--- src/rtl/arp_recv.sv ---
// arp_recv: GMII receive-side ARP frame decoder.
// Strips preamble/SFD, shadows Ethernet II + ARP fields by byte index,
// checks the FCS and publishes accepted ARP requests/replies.
module arp_recv #(
  parameter int unsigned MIN_LEN = 64
) (
  input  logic        clk,
  input  logic        rst_n,
  input  logic [7:0]  i_rx_data,
  input  logic        i_rx_dv,
  input  logic [47:0] i_my_mac,
  output logic [47:0] o_dst_mac,
  output logic [47:0] o_src_mac,
  output logic [1:0]  o_operation,
  output logic [47:0] o_SHA,
  output logic [47:0] o_THA,
  output logic [31:0] o_SPA,
  output logic [31:0] o_TPA,
  output logic        o_valid,
  output logic        o_err,
  output logic [15:0] o_good_cnt,
  output logic [15:0] o_err_cnt
);

  localparam int unsigned CNT_W       = 7;
  localparam logic [CNT_W-1:0] CNT_MAX = CNT_W'(127);
  localparam logic [31:0] CRC_POLY    = 32'hEDB88320;
  localparam logic [31:0] CRC_RESIDUE = 32'hDEBB20E3;
  localparam logic [7:0]  BYTE_PRE    = 8'h55;
  localparam logic [7:0]  BYTE_SFD    = 8'hD5;

  typedef enum logic [1:0] {S_IDLE, S_PRE, S_HDR, S_DROP} state_t;

  state_t state_q, state_d;

  logic [CNT_W-1:0] cnt_q, cnt_d;
  logic [31:0] crc_q, crc_d;

  logic [47:0] sh_dst_q, sh_dst_d, sh_src_q, sh_src_d;
  logic [15:0] sh_etype_q, sh_etype_d, sh_htype_q, sh_htype_d;
  logic [15:0] sh_ptype_q, sh_ptype_d, sh_oper_q, sh_oper_d;
  logic [7:0]  sh_hlen_q, sh_hlen_d, sh_plen_q, sh_plen_d;
  logic [47:0] sh_sha_q, sh_sha_d, sh_tha_q, sh_tha_d;
  logic [31:0] sh_spa_q, sh_spa_d, sh_tpa_q, sh_tpa_d;

  logic [47:0] dst_mac_q, dst_mac_d, src_mac_q, src_mac_d;
  logic [1:0]  operation_q, operation_d;
  logic [47:0] sha_q, sha_d, tha_q, tha_d;
  logic [31:0] spa_q, spa_d, tpa_q, tpa_d;
  logic        valid_q, valid_d, err_q, err_d;
  logic [15:0] good_cnt_q, good_cnt_d, err_cnt_q, err_cnt_d;

  logic sof_c, hdr_byte_c, eval_c, bad_c, accept_c;

  // One byte of reflected CRC-32, LSB first.
  function automatic logic [31:0] crc_byte(input logic [31:0] crc_in, input logic [7:0] data);
    logic [31:0] c;
    c = crc_in;
    for (int i = 0; i < 8; i++) begin
      if (c[0] ^ data[i]) c = (c >> 1) ^ CRC_POLY;
      else                c = c >> 1;
    end
    return c;
  endfunction

  assign sof_c      = (state_q == S_IDLE || state_q == S_PRE) && i_rx_dv && (i_rx_data == BYTE_SFD);
  assign hdr_byte_c = (state_q == S_HDR) && i_rx_dv;
  assign eval_c     = (state_q == S_HDR) && !i_rx_dv;

  assign bad_c    = (32'(cnt_q) < MIN_LEN) || (crc_q != CRC_RESIDUE);
  assign accept_c = (sh_etype_q == 16'h0806) && (sh_htype_q == 16'h0001) &&
                    (sh_ptype_q == 16'h0800) && (sh_hlen_q == 8'd6) && (sh_plen_q == 8'd4) &&
                    ((sh_oper_q == 16'd1) || (sh_oper_q == 16'd2)) &&
                    ((sh_dst_q == 48'hFFFF_FFFF_FFFF) || (sh_dst_q == i_my_mac));

  // State register.
  always_ff @(posedge clk or negedge rst_n) begin
    if (!rst_n) state_q <= S_IDLE;
    else        state_q <= state_d;
  end

  // Next-state logic.
  always_comb begin
    state_d = state_q;
    case (state_q)
      S_IDLE: begin
        if (i_rx_dv) begin
          if (i_rx_data == BYTE_PRE)      state_d = S_PRE;
          else if (i_rx_data == BYTE_SFD) state_d = S_HDR;
          else                            state_d = S_DROP;
        end
      end
      S_PRE: begin
        if (!i_rx_dv)                   state_d = S_IDLE;
        else if (i_rx_data == BYTE_PRE) state_d = S_PRE;
        else if (i_rx_data == BYTE_SFD) state_d = S_HDR;
        else                            state_d = S_DROP;
      end
      S_HDR:   if (!i_rx_dv) state_d = S_IDLE;
      S_DROP:  if (!i_rx_dv) state_d = S_IDLE;
      default: state_d = S_IDLE;
    endcase
  end

  // Byte counter, CRC and shadow field capture.
  always_comb begin
    cnt_d      = cnt_q;
    crc_d      = crc_q;
    sh_dst_d   = sh_dst_q;
    sh_src_d   = sh_src_q;
    sh_etype_d = sh_etype_q;
    sh_htype_d = sh_htype_q;
    sh_ptype_d = sh_ptype_q;
    sh_hlen_d  = sh_hlen_q;
    sh_plen_d  = sh_plen_q;
    sh_oper_d  = sh_oper_q;
    sh_sha_d   = sh_sha_q;
    sh_spa_d   = sh_spa_q;
    sh_tha_d   = sh_tha_q;
    sh_tpa_d   = sh_tpa_q;
    if (sof_c) begin
      cnt_d = '0;
      crc_d = '1;
    end else if (hdr_byte_c) begin
      cnt_d = (cnt_q == CNT_MAX) ? cnt_q : cnt_q + CNT_W'(1);
      crc_d = crc_byte(crc_q, i_rx_data);
      // Fields arrive MSB first, so each one is a left shift register.
      if      (cnt_q < CNT_W'(6))  sh_dst_d   = {sh_dst_q[39:0], i_rx_data};
      else if (cnt_q < CNT_W'(12)) sh_src_d   = {sh_src_q[39:0], i_rx_data};
      else if (cnt_q < CNT_W'(14)) sh_etype_d = {sh_etype_q[7:0], i_rx_data};
      else if (cnt_q < CNT_W'(16)) sh_htype_d = {sh_htype_q[7:0], i_rx_data};
      else if (cnt_q < CNT_W'(18)) sh_ptype_d = {sh_ptype_q[7:0], i_rx_data};
      else if (cnt_q < CNT_W'(19)) sh_hlen_d  = i_rx_data;
      else if (cnt_q < CNT_W'(20)) sh_plen_d  = i_rx_data;
      else if (cnt_q < CNT_W'(22)) sh_oper_d  = {sh_oper_q[7:0], i_rx_data};
      else if (cnt_q < CNT_W'(28)) sh_sha_d   = {sh_sha_q[39:0], i_rx_data};
      else if (cnt_q < CNT_W'(32)) sh_spa_d   = {sh_spa_q[23:0], i_rx_data};
      else if (cnt_q < CNT_W'(38)) sh_tha_d   = {sh_tha_q[39:0], i_rx_data};
      else if (cnt_q < CNT_W'(42)) sh_tpa_d   = {sh_tpa_q[23:0], i_rx_data};
    end
  end

  // Frame evaluation: pulses, published fields and event counters.
  always_comb begin
    valid_d     = 1'b0;
    err_d       = 1'b0;
    dst_mac_d   = dst_mac_q;
    src_mac_d   = src_mac_q;
    operation_d = operation_q;
    sha_d       = sha_q;
    tha_d       = tha_q;
    spa_d       = spa_q;
    tpa_d       = tpa_q;
    good_cnt_d  = good_cnt_q;
    err_cnt_d   = err_cnt_q;
    if (eval_c) begin
      if (bad_c) begin
        err_d     = 1'b1;
        err_cnt_d = err_cnt_q + 16'd1;
      end else if (accept_c) begin
        valid_d     = 1'b1;
        good_cnt_d  = good_cnt_q + 16'd1;
        dst_mac_d   = sh_dst_q;
        src_mac_d   = sh_src_q;
        operation_d = sh_oper_q[1:0];
        sha_d       = sh_sha_q;
        tha_d       = sh_tha_q;
        spa_d       = sh_spa_q;
        tpa_d       = sh_tpa_q;
      end
    end
  end

  // Datapath and output registers.
  always_ff @(posedge clk or negedge rst_n) begin
    if (!rst_n) begin
      cnt_q       <= '0;
      crc_q       <= '0;
      sh_dst_q    <= '0;
      sh_src_q    <= '0;
      sh_etype_q  <= '0;
      sh_htype_q  <= '0;
      sh_ptype_q  <= '0;
      sh_hlen_q   <= '0;
      sh_plen_q   <= '0;
      sh_oper_q   <= '0;
      sh_sha_q    <= '0;
      sh_spa_q    <= '0;
      sh_tha_q    <= '0;
      sh_tpa_q    <= '0;
      dst_mac_q   <= '0;
      src_mac_q   <= '0;
      operation_q <= '0;
      sha_q       <= '0;
      tha_q       <= '0;
      spa_q       <= '0;
      tpa_q       <= '0;
      valid_q     <= 1'b0;
      err_q       <= 1'b0;
      good_cnt_q  <= '0;
      err_cnt_q   <= '0;
    end else begin
      cnt_q       <= cnt_d;
      crc_q       <= crc_d;
      sh_dst_q    <= sh_dst_d;
      sh_src_q    <= sh_src_d;
      sh_etype_q  <= sh_etype_d;
      sh_htype_q  <= sh_htype_d;
      sh_ptype_q  <= sh_ptype_d;
      sh_hlen_q   <= sh_hlen_d;
      sh_plen_q   <= sh_plen_d;
      sh_oper_q   <= sh_oper_d;
      sh_sha_q    <= sh_sha_d;
      sh_spa_q    <= sh_spa_d;
      sh_tha_q    <= sh_tha_d;
      sh_tpa_q    <= sh_tpa_d;
      dst_mac_q   <= dst_mac_d;
      src_mac_q   <= src_mac_d;
      operation_q <= operation_d;
      sha_q       <= sha_d;
      tha_q       <= tha_d;
      spa_q       <= spa_d;
      tpa_q       <= tpa_d;
      valid_q     <= valid_d;
      err_q       <= err_d;
      good_cnt_q  <= good_cnt_d;
      err_cnt_q   <= err_cnt_d;
    end
  end

  assign o_dst_mac   = dst_mac_q;
  assign o_src_mac   = src_mac_q;
  assign o_operation = operation_q;
  assign o_SHA       = sha_q;
  assign o_THA       = tha_q;
  assign o_SPA       = spa_q;
  assign o_TPA       = tpa_q;
  assign o_valid     = valid_q;
  assign o_err       = err_q;
  assign o_good_cnt  = good_cnt_q;
  assign o_err_cnt   = err_cnt_q;

endmodule

--- config.mk ---
export PLATFORM = sky130hd
export DESIGN_NAME = arp_recv
export DESIGN_NICKNAME = d
export VERILOG_FILES = /design/src/rtl/arp_recv.sv
export SDC_FILE = /design/constraint.sdc
export NUM_CORES = 1
export LEC_CHECK = 0
export CORE_UTILIZATION = 45
export DETAILED_ROUTE_END_ITERATION = 8
export PLACE_DENSITY = 0.69
export SLEW_MARGIN = 20
export SYNTH_ARGS = -nofsm -noshare
export SYNTH_HDL_FRONTEND = slang
export SYNTH_SLANG_ARGS = --single-unit
--- constraint.sdc ---
create_clock -name clk -period 2.1 [get_ports clk]
set_clock_uncertainty 0.15 [all_clocks]
set_input_delay 0.42 -clock clk [delete_from_list [all_inputs] [get_ports clk]]
set_output_delay 0.42 -clock clk [all_outputs]
set_load 0.01 [all_outputs]
* After elaboration in Yosys (flattened, before gate mapping) *
Index checks and enable logic that the tools add are counted.

word-level totals
  register bits after elaboration = 669
  output and inout bits = 292
  logic and storage cells = 162
  input port bits = 59

cells by class
  reductions and logical operators = 34
  $lt $le $gt $ge = 13
  bitwise gates (word level) = 29
  equality and inequality tests = 19
  mux-type cells = 38
  add/subtract/negate cells = 3

operators by type and width
  cell                   number
  $mux 32                24
  $not 13->14            8
  $eq 48x48->1           1
  $eq 48x48->1 const B   1
  $lt 7x5->1 const B     6
  $add 16x1->16 const B  2
  $eq 16x1->1 const B    2
  $eq 16x12->1 const B   2
  $ne 32x32->1 const B   1
  $lt 7x6->1 const B     3
  $mux 7                 3
  $eq 16x2->1 const B    1
  $eq 8x3->1 const B     2
  $lt 7x4->1 const B     2
  $reduce_and 14->1      1
  $not 1->1              13
  $reduce_and 13->1      1
  $reduce_and 12->1      1
  $reduce_and 11->1      1
  $logic_and 1x1->1      10
  $reduce_and 10->1      1
  $reduce_and 9->1       1
  $eq 8x7->1 const B     1
  $eq 8x8->1 const B     1
  23 further kinds       47

* Logic depth before layout (Yosys ltp) *
  word-level depth = 33
  mapped depth = 8
  mapped depth without buffers = 7

* Least setup slack after synthesis *
OpenSTA, ideal clock, no wires.

  path kind = register -> register
  start = register sh_dst_q[24]
  end = register sha_q[0] (netlist: o_SHA[0])
  setup time = 0.127 ns
  clock period less this slack = 2.367 ns
  slack = -0.267 ns
  arrival time = 2.090 ns
  buffers on the path = 2
  required time = 1.823 ns
  cell stages (with the launch flop) = 9
  cell sequence = dfrtp_1 -> xnor2_1 -> nand4_1 -> nor4_2 -> a31oi_4 -> nor2_4 -> buf_6 -> buf_6 -> mux2_1

between the ends
  cells in the longest elaborated chain, start to end = 4
  elaborated cells on any way between the ends = 5
  those cells by class = eq/ne: 2; reduce/logical: 3

ends and longest elaborated chain
  what                                 line  RTL
  start, declared                      39    logic [47:0] sh_dst_q, sh_dst_d, sh_src_q, sh_src_d;
  start signal, assigned               205   sh_dst_q <= sh_dst_d;
  $eq 48x48->1                         74    ((sh_dst_q == 48'hFFFF_FFFF_FFFF) || (sh_dst_q == i_my_mac));
  $logic_or 1x1->1 *                   74
  $logic_and 1x1->1 *                  73    ((sh_oper_q == 16'd1) || (sh_oper_q == 16'd2)) &&
  $reduce_and 3->1 (no source line) *  n/a
  end signal, assigned                 194   sha_q <= '0;
  end signal, assigned                 220   sha_q <= sha_d;
  end, declared                        48    logic [47:0] sha_q, sha_d, tha_q, tha_d;

Mark *: on every way between the ends. The rest lies on a longest branch, timed or not.
A chain may end at the register's enable or synchronous reset.

* Worst setup path in the final report *
  start = register crc_q[2]
  end = register tpa_q[8] (netlist: o_TPA[8])

between the ends
  cells in the longest elaborated chain, start to end = 4

ends and longest elaborated chain
  what                               line  RTL
  start, declared                    37    logic [31:0] crc_q, crc_d;
  start signal, assigned             204   crc_q <= crc_d;
  $ne 32x32->1                       70    assign bad_c = (32'(cnt_q) < MIN_LEN) || (crc_q != CRC_RESIDUE);
  $logic_or 1x1->1                   70
  $not 1->1 (no source line)         n/a
  $reduce_and 3->1 (no source line)  n/a
  end signal, assigned               223   tpa_q <= tpa_d;
  end, declared                      49    logic [31:0] spa_q, spa_d, tpa_q, tpa_d;

Every way passes these cells.

==> metrics.txt <==
Clock Path Buffers 3; CTS tree done; leading area contributor after synthesis dfrtp_1; Final period util 128%; Netlist cell types 50; most common library cell in the layout ignoring fill and taps dfrtp_1; dpl cells 3163; Non-Filler Instances 3342; DRC viols 0; DRT Pass-1 Iters 6; Routed WL per cell 21.6 um; Mapped Area 0.0273 mm2; H-tree depth 3; io pins 351; fmax 373 MHz; Crit path arrival time 3.00 ns; gr ovfl total 0; detailed-route via count 17622; Final setup viols 588; fillers 4304; Slew Limit Fails 0; vias per cell 5.27; Die H 248 um; final wirelength 72300 um; Sequential Area 0.0167 mm2; EDFF count, synth 0; cell row count 89; Root Buffer clkbuf_16; Multi-input gate area 0.0112 mm2; sequential area share after synthesis 61.3%; PortBufs 350; TritonCTS Buffers 71; # clock sinks 669; top post-synthesis cells by area dfrtp_1 61%, mux2_2 16%, mux2_1 8.2%; worst-margin pin slew 0.591 ns; final hold violations 0; Power Total 39.0 mW; vias in the first global route 18465; worst endpoint required time 2.42 ns; most frequent cells in the layout 664 x dfrtp_1, 359 x mux2_2, 349 x clkdlybuf4s50_1, 294 x buf_4, 177 x mux2_4; Synth Register Bits 669; worst setup margin -0.584 ns; syn nets 1857; status finished, violations left; largest net degree at the start of global routing 107; Setup crit end kind flip-flop; post-DP HPWL 47400 um; Synth Warn # 0; Area growth, synth to finish 41.8%; Leak Pwr 18.6 nW; Die X 248 um; failing checks setup timing; final core utilization 65.1%; initial DRC count 865; first-pass GRT wire length 106000 um; clk_lat worst skew 0.61 ns; HP Class input pin to async pin; Final ANT Viol Nets 0; unrepaired setup endpoints after global routing true; MaxCap Viol Count 0; Worst Reg-to-Reg Cells 10; Startpoint Class flip-flop; Nets 2579; Primary FF master, synth dfrtp_1; crit path max fanout 12; area share of the largest cell type after synthesis 61.3%; Synth Instances 1795; Setup CP Type flip-flop to flip-flop; power density over cell area 1010 mW/mm2; Async SR Flop Fraction 100%; RePlAce Congestion 0.895; Setup TNS Final -153.53 ns; All-Layer GR Usage 22.4%; Avg Inst Size Synth 15.2 um2; Slew headroom 60.6%; Core ar. 0.0595 mm2; initial core utilization 45.9%; layout cells sized above 1 43.4%; crit path time final 2.68 ns; Reg clk slew, reported paths 0.06 ns; Die Area 0.0617 mm2; Max IR drop VDD 872 uV; initial antenna violation count 6
[state kept, by name, indices dropped and copies added (netlist names), 16 cells and up]
name        count
crc_q          32
o_SHA          48
o_SPA          32
o_THA          48
o_TPA          32
o_dst_mac      48
o_err_cnt      16
o_good_cnt     16
o_src_mac      48
sh_dst_q       48
sh_etype_q     16
sh_htype_q     16
sh_oper_q      16
sh_ptype_q     16
sh_sha_q       48
sh_spa_q       32
sh_src_q       48
sh_tha_q       48
sh_tpa_q       32
[layer usage]
metal	wire length, um	vias to the layer above	share of wire, %	track usage, %
met5	0	-	0	0
met1	30600	9197	42	29.2
met2	37000	375	51	37.5
met3	2760	135	3.8	4.03
li1	-	7915	-	-
met4	2010	0	2.8	7.68
[power by group]
group | switching [mW] | internal [mW]
combinational | 4.76 | 6.00
clock | 5.10 | 7.71
sequential | 1.26 | 14.2
total | 11.1 | 27.9
[stage by stage]
stage	instance area [um2]	setup slack [ns]	hold WS, ns
after floorplan	27400	-0.213	-0.0256
after global placement	34300	-1.10	0.126
after detailed placement	34300	-1.22	0.126
after CTS	37200	-0.611	0.0784
after global routing	38700	-0.645	0.101
final	38700	-0.584	0.108
[worst paths after layout]
path / from / endpoint / slack, ns
min in group clk: o_err_cnt[15]$_DFFE_PN0P_ / o_err_cnt[15]$_DFFE_PN0P_ / 0.33
min: rst_n / sh_sha_q[8]$_DFFE_PN0P_ / 0.11
max in group asynchronous: rst_n / sh_tpa_q[27]$_DFFE_PN0P_ / 0.83
max reg2reg: crc_q[2]$_DFFE_PN0P_ / o_TPA[8]$_DFFE_PN0P_ / -0.58
min reg2reg: o_err_cnt[15]$_DFFE_PN0P_ / o_err_cnt[15]$_DFFE_PN0P_ / 0.33
max: crc_q[2]$_DFFE_PN0P_ / o_TPA[8]$_DFFE_PN0P_ / -0.58
[worst max-delay path, stage by stage (launching register included)]
cell and delay, ns:
dfrtp_1 0.39, nor4b_2 0.29, nand4_1 0.13, buf_4 0.17, nor3_4 0.25, nand4_4 0.15, nor2_4 0.17, buf_6 0.15
buf_12 0.17, clkbuf_16 0.18, mux2_2 0.33
[synth_stat cells (3+ instances only)]
cell and number:
dfrtp_1 669, mux2_2 396, mux2_1 200, xnor2_1 101, nand4_1 46, xor2_1 43, nor4_1 33, buf_2 30
clkbuf_1 29, nand2_1 29, nor3_1 28, a21oi_1 26, buf_6 22, nor2_1 18, nand3_1 16, nor4b_1 12
nor4bb_1 9, o21ai_0 9, and3_1 8, nor4b_2 7, xnor2_2 6, and2_1 5, and4_1 4, nor3b_1 4
o211ai_1 4, xnor2_4 4, buf_1 3, ha_1 3, nor4_2 3, o21ai_1 3
[logic make-up (layout without fill, tap and decap cells)]
family | Yosys count | after routing | share of synthesized area [%]
adders and majority gates | 3 | 3 | 0.137
buffers and inverters | 86 | 854 | 1.94
xor gates and xnor gates | 155 | 155 | 5.46
DFF | 669 | 669 | 61.3
AOI/OAI and AO/OA | 48 | 48 | 1.03
and+or+nand+nor | 238 | 239 | 5.54
other | 0 | 5 | 0
muxes | 596 | 596 | 24.6
[cell type report]
class	instances	share of cell area (%)
multi-input combinational	1041	28.8
timing repair buffer	733	19.2
clock buffer	97	5.32
clock inverter	23	0.818
antenna	5	0.0323
inverter	1	0.00970
sequential	669	43.3
tap	773	2.50
[what timing repair did]
item / in CTS / in global routing
gates cloned: 4 / 25
pin swaps: 5 / 49
hold buffers: 1 / 0
hold endpoints to repair: 447 / 0
endpoints found under the setup margin: 720 / 934
setup buffers: 8 / 20
resized for setup: 81 / 209
Power figures use the tool's default switching activity.
